<file path="config.mk">
export PLATFORM = sky130hd
export DESIGN_NAME = seq_detect_moore_p
export DESIGN_NICKNAME = d
export VERILOG_FILES = /design/src/rtl/seq_detect_moore_p.sv
export SDC_FILE = /design/constraint.sdc
export NUM_CORES = 1
export LEC_CHECK = 0
export BUFFER_PORTS_ARGS = -buffer_cell sky130_fd_sc_hd__buf_2
export CORE_ASPECT_RATIO = 0.7
export CORE_MARGIN = 1.5
export CORE_UTILIZATION = 55
export CTS_CLUSTER_DIAMETER = 30
export CTS_CLUSTER_SIZE = 30
export DETAILED_ROUTE_END_ITERATION = 10
export GPL_TIMING_DRIVEN = 0
export PLACE_DENSITY_LB_ADDON = 0.3
export SLEW_MARGIN = 15
export SYNTH_ARGS = -nofsm -noshare
export SYNTH_HDL_FRONTEND = slang
export SYNTH_SLANG_ARGS = --single-unit
</file>
<file path="constraint.sdc">
create_clock -name clk -period 1.9 [get_ports clk]
set_input_delay 0.285 -clock clk [delete_from_list [all_inputs] [get_ports clk]]
set_output_delay 0.285 -clock clk [all_outputs]
set_load 0.03 [all_outputs]
</file>
<file path="src/rtl/seq_detect_moore_p.sv">
// Moore serial pattern detector with a programmable PAT_W-bit pattern (MSB first),
// selectable overlap, sample enable and a saturating match counter.
module seq_detect_moore_p #(
    parameter int             PAT_W   = 4,
    parameter logic [PAT_W-1:0] PATTERN = 4'b1101,
    parameter bit             OVERLAP = 1'b1,
    parameter int             CNT_W   = 8
) (
    input  logic             clk,
    input  logic             rst,
    input  logic             en,
    input  logic             x,
    input  logic             load,
    input  logic [PAT_W-1:0] pat_in,
    output logic             z,
    output logic [CNT_W-1:0] match_cnt,
    output logic             cnt_sat
);

    localparam int S_W  = $clog2(PAT_W + 1);
    localparam int H_W  = PAT_W - 1;
    localparam int HC_W = $clog2(PAT_W);

    logic [PAT_W-1:0] r_pat,  w_pat_next;
    logic [S_W-1:0]   r_s,    w_s_next;
    logic [H_W-1:0]   r_hist, w_hist_next;
    logic [HC_W-1:0]  r_hcnt, w_hcnt_next;
    logic [CNT_W-1:0] r_cnt,  w_cnt_next;
    logic             r_sat,  w_sat_next;

    // Newest sample at bit 0, older history bits above it.
    logic [PAT_W-1:0] w_win;
    logic [S_W-1:0]   w_fit;
    logic             w_ok;

    assign w_win = {r_hist, x};

    always_ff @(posedge clk) begin
        if (!rst) begin
            r_pat  <= PATTERN;
            r_s    <= '0;
            r_hist <= '0;
            r_hcnt <= '0;
            r_cnt  <= '0;
            r_sat  <= 1'b0;
        end else begin
            r_pat  <= w_pat_next;
            r_s    <= w_s_next;
            r_hist <= w_hist_next;
            r_hcnt <= w_hcnt_next;
            r_cnt  <= w_cnt_next;
            r_sat  <= w_sat_next;
        end
    end

    always_comb begin
        w_pat_next  = r_pat;
        w_s_next    = r_s;
        w_hist_next = r_hist;
        w_hcnt_next = r_hcnt;
        w_cnt_next  = r_cnt;
        w_sat_next  = r_sat;
        w_fit       = '0;
        w_ok        = 1'b0;

        if (load) begin
            w_pat_next  = pat_in;
            w_s_next    = '0;
            w_hist_next = '0;
            w_hcnt_next = '0;
        end else if (en) begin
            // Longest suffix of the received bits (since restart) that is a pattern prefix;
            // only suffixes fully covered by valid history qualify.
            for (int k = 1; k <= PAT_W; k++) begin
                w_ok = (int'(r_hcnt) >= k - 1);
                for (int j = 0; j < k; j++) begin
                    if (w_win[j] != r_pat[PAT_W - k + j]) begin
                        w_ok = 1'b0;
                    end
                end
                if (w_ok) begin
                    w_fit = S_W'(k);
                end
            end

            w_s_next    = w_fit;
            w_hist_next = w_win[H_W-1:0];
            if (int'(r_hcnt) < H_W) begin
                w_hcnt_next = r_hcnt + HC_W'(1);
            end

            if (w_fit == S_W'(PAT_W)) begin
                if (!OVERLAP) begin
                    w_hist_next = '0;
                    w_hcnt_next = '0;
                end
                if (r_cnt != {CNT_W{1'b1}}) begin
                    w_cnt_next = r_cnt + CNT_W'(1);
                end
            end
            w_sat_next = (w_cnt_next == {CNT_W{1'b1}});
        end
    end

    assign z         = (r_s == S_W'(PAT_W));
    assign match_cnt = r_cnt;
    assign cnt_sat   = r_sat;

endmodule

</file>
# Yosys cells after proc, flatten, opt, wreduce, memory -nomap -nowiden
# Index checks and enable logic that the tools add are counted.
# totals
wordCells	59
out_inout_bits	10
inputBits	9
regBits	21
# op_classes
n_lt_le_gt_ge	4
n_addsub	2
mux	28
n_eq_ne	14
bitwise_logic	2
reduce_logical	3
# ops
operator	n
$mux 8	4
$mux 1	19
$mux 3	5
$ne 1x1->1	10
$add 8x1->8 const B	1
$eq 8x8->1 const B	1
$ne 8x8->1 const B	1
$eq 3x3->1 const B	2
$ge 2x2->1 const B	2
$reduce_and 2->1	2
$add 2x1->2 const B	1
$ge 2x1->1 const B	1
$lt 2x2->1 const B	1
$not 1->1	2
$reduce_or 2->1	1

# Logic depth before layout (Yosys ltp)
# logic_depth
word_depth	15
mapped_depth	7
depth_no_buf	6

# Worst setup path before layout
# No wires, ideal clock.
# synth_path
path_type	register to register
from	reg r_cnt[2], in the netlist match_cnt[2]
to	reg r_sat, in the netlist cnt_sat
slack_ns	-0.059
setup_time_ns	0.086
n_path_buf	1
synth_period_minus_slack_ns	1.959
arrival_time_ns	1.873
required_ns	1.814
stages_incl_launch_ff	7
path_cell_list	dfxtp_1 -> buf_2 -> and3_1 -> nand4_1 -> o31a_2 -> a2111o_1 -> a221oi_2
# synth_via
elab_chain_len	6
word_cells_on_any_way	7
cone_classes	add/sub (1); eq/ne (2); mux (4)
# synth_rtl
item	line	text
start: declaration	28	logic [CNT_W-1:0] r_cnt, w_cnt_next;
start signal: assignment	51	r_cnt <= w_cnt_next;
$add 8x1->8 / $ne 8x8->1 (equally long branches)	98, 97	
$mux 8	97	if (r_cnt != {CNT_W{1'b1}}) begin
$mux 8 (*)	92	if (w_fit == S_W'(PAT_W)) begin
$mux 8 (*)	71	end else if (en) begin
$mux 8 (*)	66	if (load) begin
$eq 8x8->1 (*)	101	w_sat_next = (w_cnt_next == {CNT_W{1'b1}});
end signal: assignment	52	r_sat <= w_sat_next;
end: declaration	29	logic r_sat, w_sat_next;
# Every way passes the cells marked *; elsewhere a longest branch is shown, timed or not. The select of a mux whose other input is x is not followed.
# A chain may end at the register's enable or synchronous reset.

# Worst setup path after layout
# layout_path
from	reg r_cnt[4], in the netlist match_cnt[4]
to	reg r_sat, in the netlist cnt_sat
# Same word-level chain as after synthesis.

==> results.md <==
- Reg2Reg Depth: 5
- PwrDens: 505 mW/mm^2
- Post-Synth Adder-Cell Area: 0.0407
- Crit Path Class: register to register
- Clock buffer depth: 2
- Die area: 0.00253 sq mm
- Power, Total: a little under 0.8 mW
- Post-synthesis compound-gate area fraction: 0.110
- Hold Vio Cnt, Final: 0
- Hold WC Path Type: input pin to register
- H-Tree Depth: 1
- GPL Wtd Cong: between 0.8 and 0.9
- Final net count: around 180
- Crit path from: match_cnt[4]$_SDFFE_PN0P_
- Vias in the first global route: 955
- DRT met1 WL: approximately 1300 um
- WP data arrival: 2.11 ns
- Iteration-0 DRC Markers: 66
- Cell depth of the worst hold path: 3
- Core Area: approximately 0.0021 sq mm
- Slew Viols, Final: 0
- DR top layer: met4
- Unrepaired setup endpoints after global routing: yes
- Leak: between 0.6 and 0.7 nW
- Simple-gate share of the synthesized area: 0.242
- Largest net degree at the start of global routing: 13
- Ant diodes: 0
- Top area cells in the synthesized netlist: dfxtp_1 34%, mux2i_1 9.8%, xnor2_1 5.0%
- Clk_skew: 0.00199 ns
- Worst skew pair latency: around 0.32 ns
- Seq/Total Area, Yosys: 0.342
- Final worst slack: just over 0.03 ns
- # IOs: 19
- Synth area leader: dfxtp_1
- Routed Antenna Nets: 0
- Beginning of the worst hold path: pat_in[2]
- Sinks on Clock Net: 21
- Syn. warnings: 0
- Slew HR: 0.710
- Routed vias/inst: around 5.6
- Synth unique cells: 38
- First-pass GRT wire length: between 4000 and 5000 um
- Count of state elements after synthesis: 21
- Startpoint Class: register
- Die Ht: between 40 and 50 um
- Area Growth Syn to Fin: 23.6%
- Reg2reg start: match_cnt[4]$_SDFFE_PN0P_
- Die Width: a little under 60 um
- DRC viols: 0
- Clk root buf: clkbuf_4
- Setup violators final: 0
- Commonest cells after routing, fill and taps aside: 16 x buf_2, 13 x nand2_1, 13 x dfxtp_1, 12 x mux2i_1, 12 x buf_4
- Status: finished clean
- Syn Inst Count: between 100 and 150
- Post-Place Setup Slack: -0.0472 ns
- Commonest non-fill, non-tap cell in the layout: buf_2
- Syn_area_per_cell: about 8.8 sq um
- Initial Utilization: 0.576
- CTS Buf Count: 3
- Initial antenna violation count: 0
- Routed WL: slightly above 3000 um
- Routed via count: 1128
- Fin Setup TNS: 0 ns
- Syn nets: between 150 and 200
- Row count: 14
- All-Layer GR Usage: 0.235
- Post-synth top area share: 0.342
- VDD IR max: 0.547 mV
- Detail Route met2 WL: about 1500 um
- I/O Buffers: 15
- Main combinational cell family by area after synthesis: simple AND/OR/NAND/NOR gates
- CTS tree: done
- Layout cells sized above 1: 0.339
- Measured slew at the worst slew-check pin: 0.435 ns
- Crit path capture type: register
- First drt pass iteration count: 4
- Mapped Area: about 0.0012 sq mm
- DP Wirelength: roughly 2100 um
- Routed len/inst: approximately 16 um
- Min cycle time layout: between 1.5 and 2 ns
- Fmax: approximately 0.54 GHz
- CP required: between 2 and 2.5 ns
- Mux cell area share after synthesis: 0.0977
- Final Cycle Share: 0.984
- Synth Area in XOR/XNOR: 0.0977
- Gr ovfl total: 0
- Max-Cap Viols: 0
- Fill cell count: 166
- Clock Pin Slew Worst Setup and Hold Paths: 0.11 ns
- CP max FO: 7
- Met3 WL post-DR: ~210 um
- # hold bufs at CTS: 0
## registers in the layout (all words and copies together) (netlist names)
| signal | flops |
|---|---|
| cnt_sat | 1 |
| match_cnt | 8 |
| r_hcnt | 2 |
| r_hist | 3 |
| r_pat | 4 |
| r_s | 3 |
## routing by layer
layer | vias up | global-route usage
li1 | 542 | -
met1 | 519 | 0.315
met2 | 52 | 0.363
met3 | 15 | 0.0741
met4 | 0 | 0.0622
met5 | - | 0
## synth_stat cells
cell,instances
dfxtp_1,21
nand2_1,14
mux2i_1,12
nor2_1,11
inv_1,7
xnor2_1,7
a21oi_1,5
nand2b_1,5
ha_1,4
nand3_1,4
and3_1,3
buf_2,3
buf_6,3
clkbuf_1,3
nor3_1,3
nor4_1,3
xor2_1,3
nand4_1,2
nand4b_1,2
o21ai_0,2
o31ai_1,2
or2_1,2
or3_1,2
xnor2_2,2
a2111o_1,1
a21o_2,1
a221oi_2,1
a31oi_1,1
and2_1,1
nand2b_2,1
nand3_2,1
nor3b_1,1
nor4_2,1
o2111ai_1,1
o211a_1,1
o211ai_1,1
o21a_1,1
o31a_2,1
## worst paths after layout
check	endpoint	slack [ns]
min	r_pat[2]$_SDFFE_PN1P_	0.17
min reg2reg	r_s[1]$_SDFFE_PP0P_	0.46
max	cnt_sat$_SDFFE_PN0P_	0.03
max reg2reg	cnt_sat$_SDFFE_PN0P_	0.03
## critical path, stage by stage, from the launching register on
cell and delay (ns):
dfxtp_4 0.39, and3_4 0.20, nand4_1 0.13, o31a_2 0.37, a2111o_1 0.43, a221oi_2 0.26
## power by group
part	leakage, nW	total [mW]	switching [mW]	internal [mW]
clock	0.0177	0.220	0.141	0.0790
combinational	0.424	0.0944	0.0508	0.0437
sequential	0.175	0.454	0.0104	0.443
## layout make-up
| cell class | count | area, sq um | share of cell area |
|---|---|---|---|
| Timing Repair Buffer | 27 | 165 | 0.109 |
| Clock inverter | 1 | 5.00 | 0.00329 |
| Tap cell | 32 | 40.0 | 0.0263 |
| Clock buffer | 3 | 22.5 | 0.0148 |
| Multi-Input combinational cell | 102 | 771 | 0.507 |
| Sequential cell | 21 | 440 | 0.290 |
| Inverter | 7 | 26.3 | 0.0173 |
| Buffer | 7 | 50.0 | 0.0329 |
## per-stage QoR
stage               cell area (sq um)  instances  hold slack (ns)  utilization
finish                           1520        200            0.170        0.711
floorplan                        1230        139            0.413            -
CTS                              1400        192            0.164        0.656
detailed placement               1350        186            0.448        0.630
global placement                 1350        186            0.441        0.630
global route                     1520        200            0.168        0.711
## repair_timing
| action | CTS | global route |
|---|---|---|
| setup endpoints to repair | 4 | 7 |
| resized for setup | 5 | 16 |
| pin swaps | 0 | 10 |
| setup buffers | 2 | 10 |
| endpoints found under the hold margin | 0 | 0 |
## kinds of logic after synthesis
group,count (synthesis)
AO/OA/AOI/OAI,18
flip-flops,21
XOR/XNOR,12
adder cells (fa/ha/maj),4
buffers and inverters,16
AND/OR/NAND/NOR,56
multiplexers,12
Note: power is estimated with default switching activity, not from simulation.
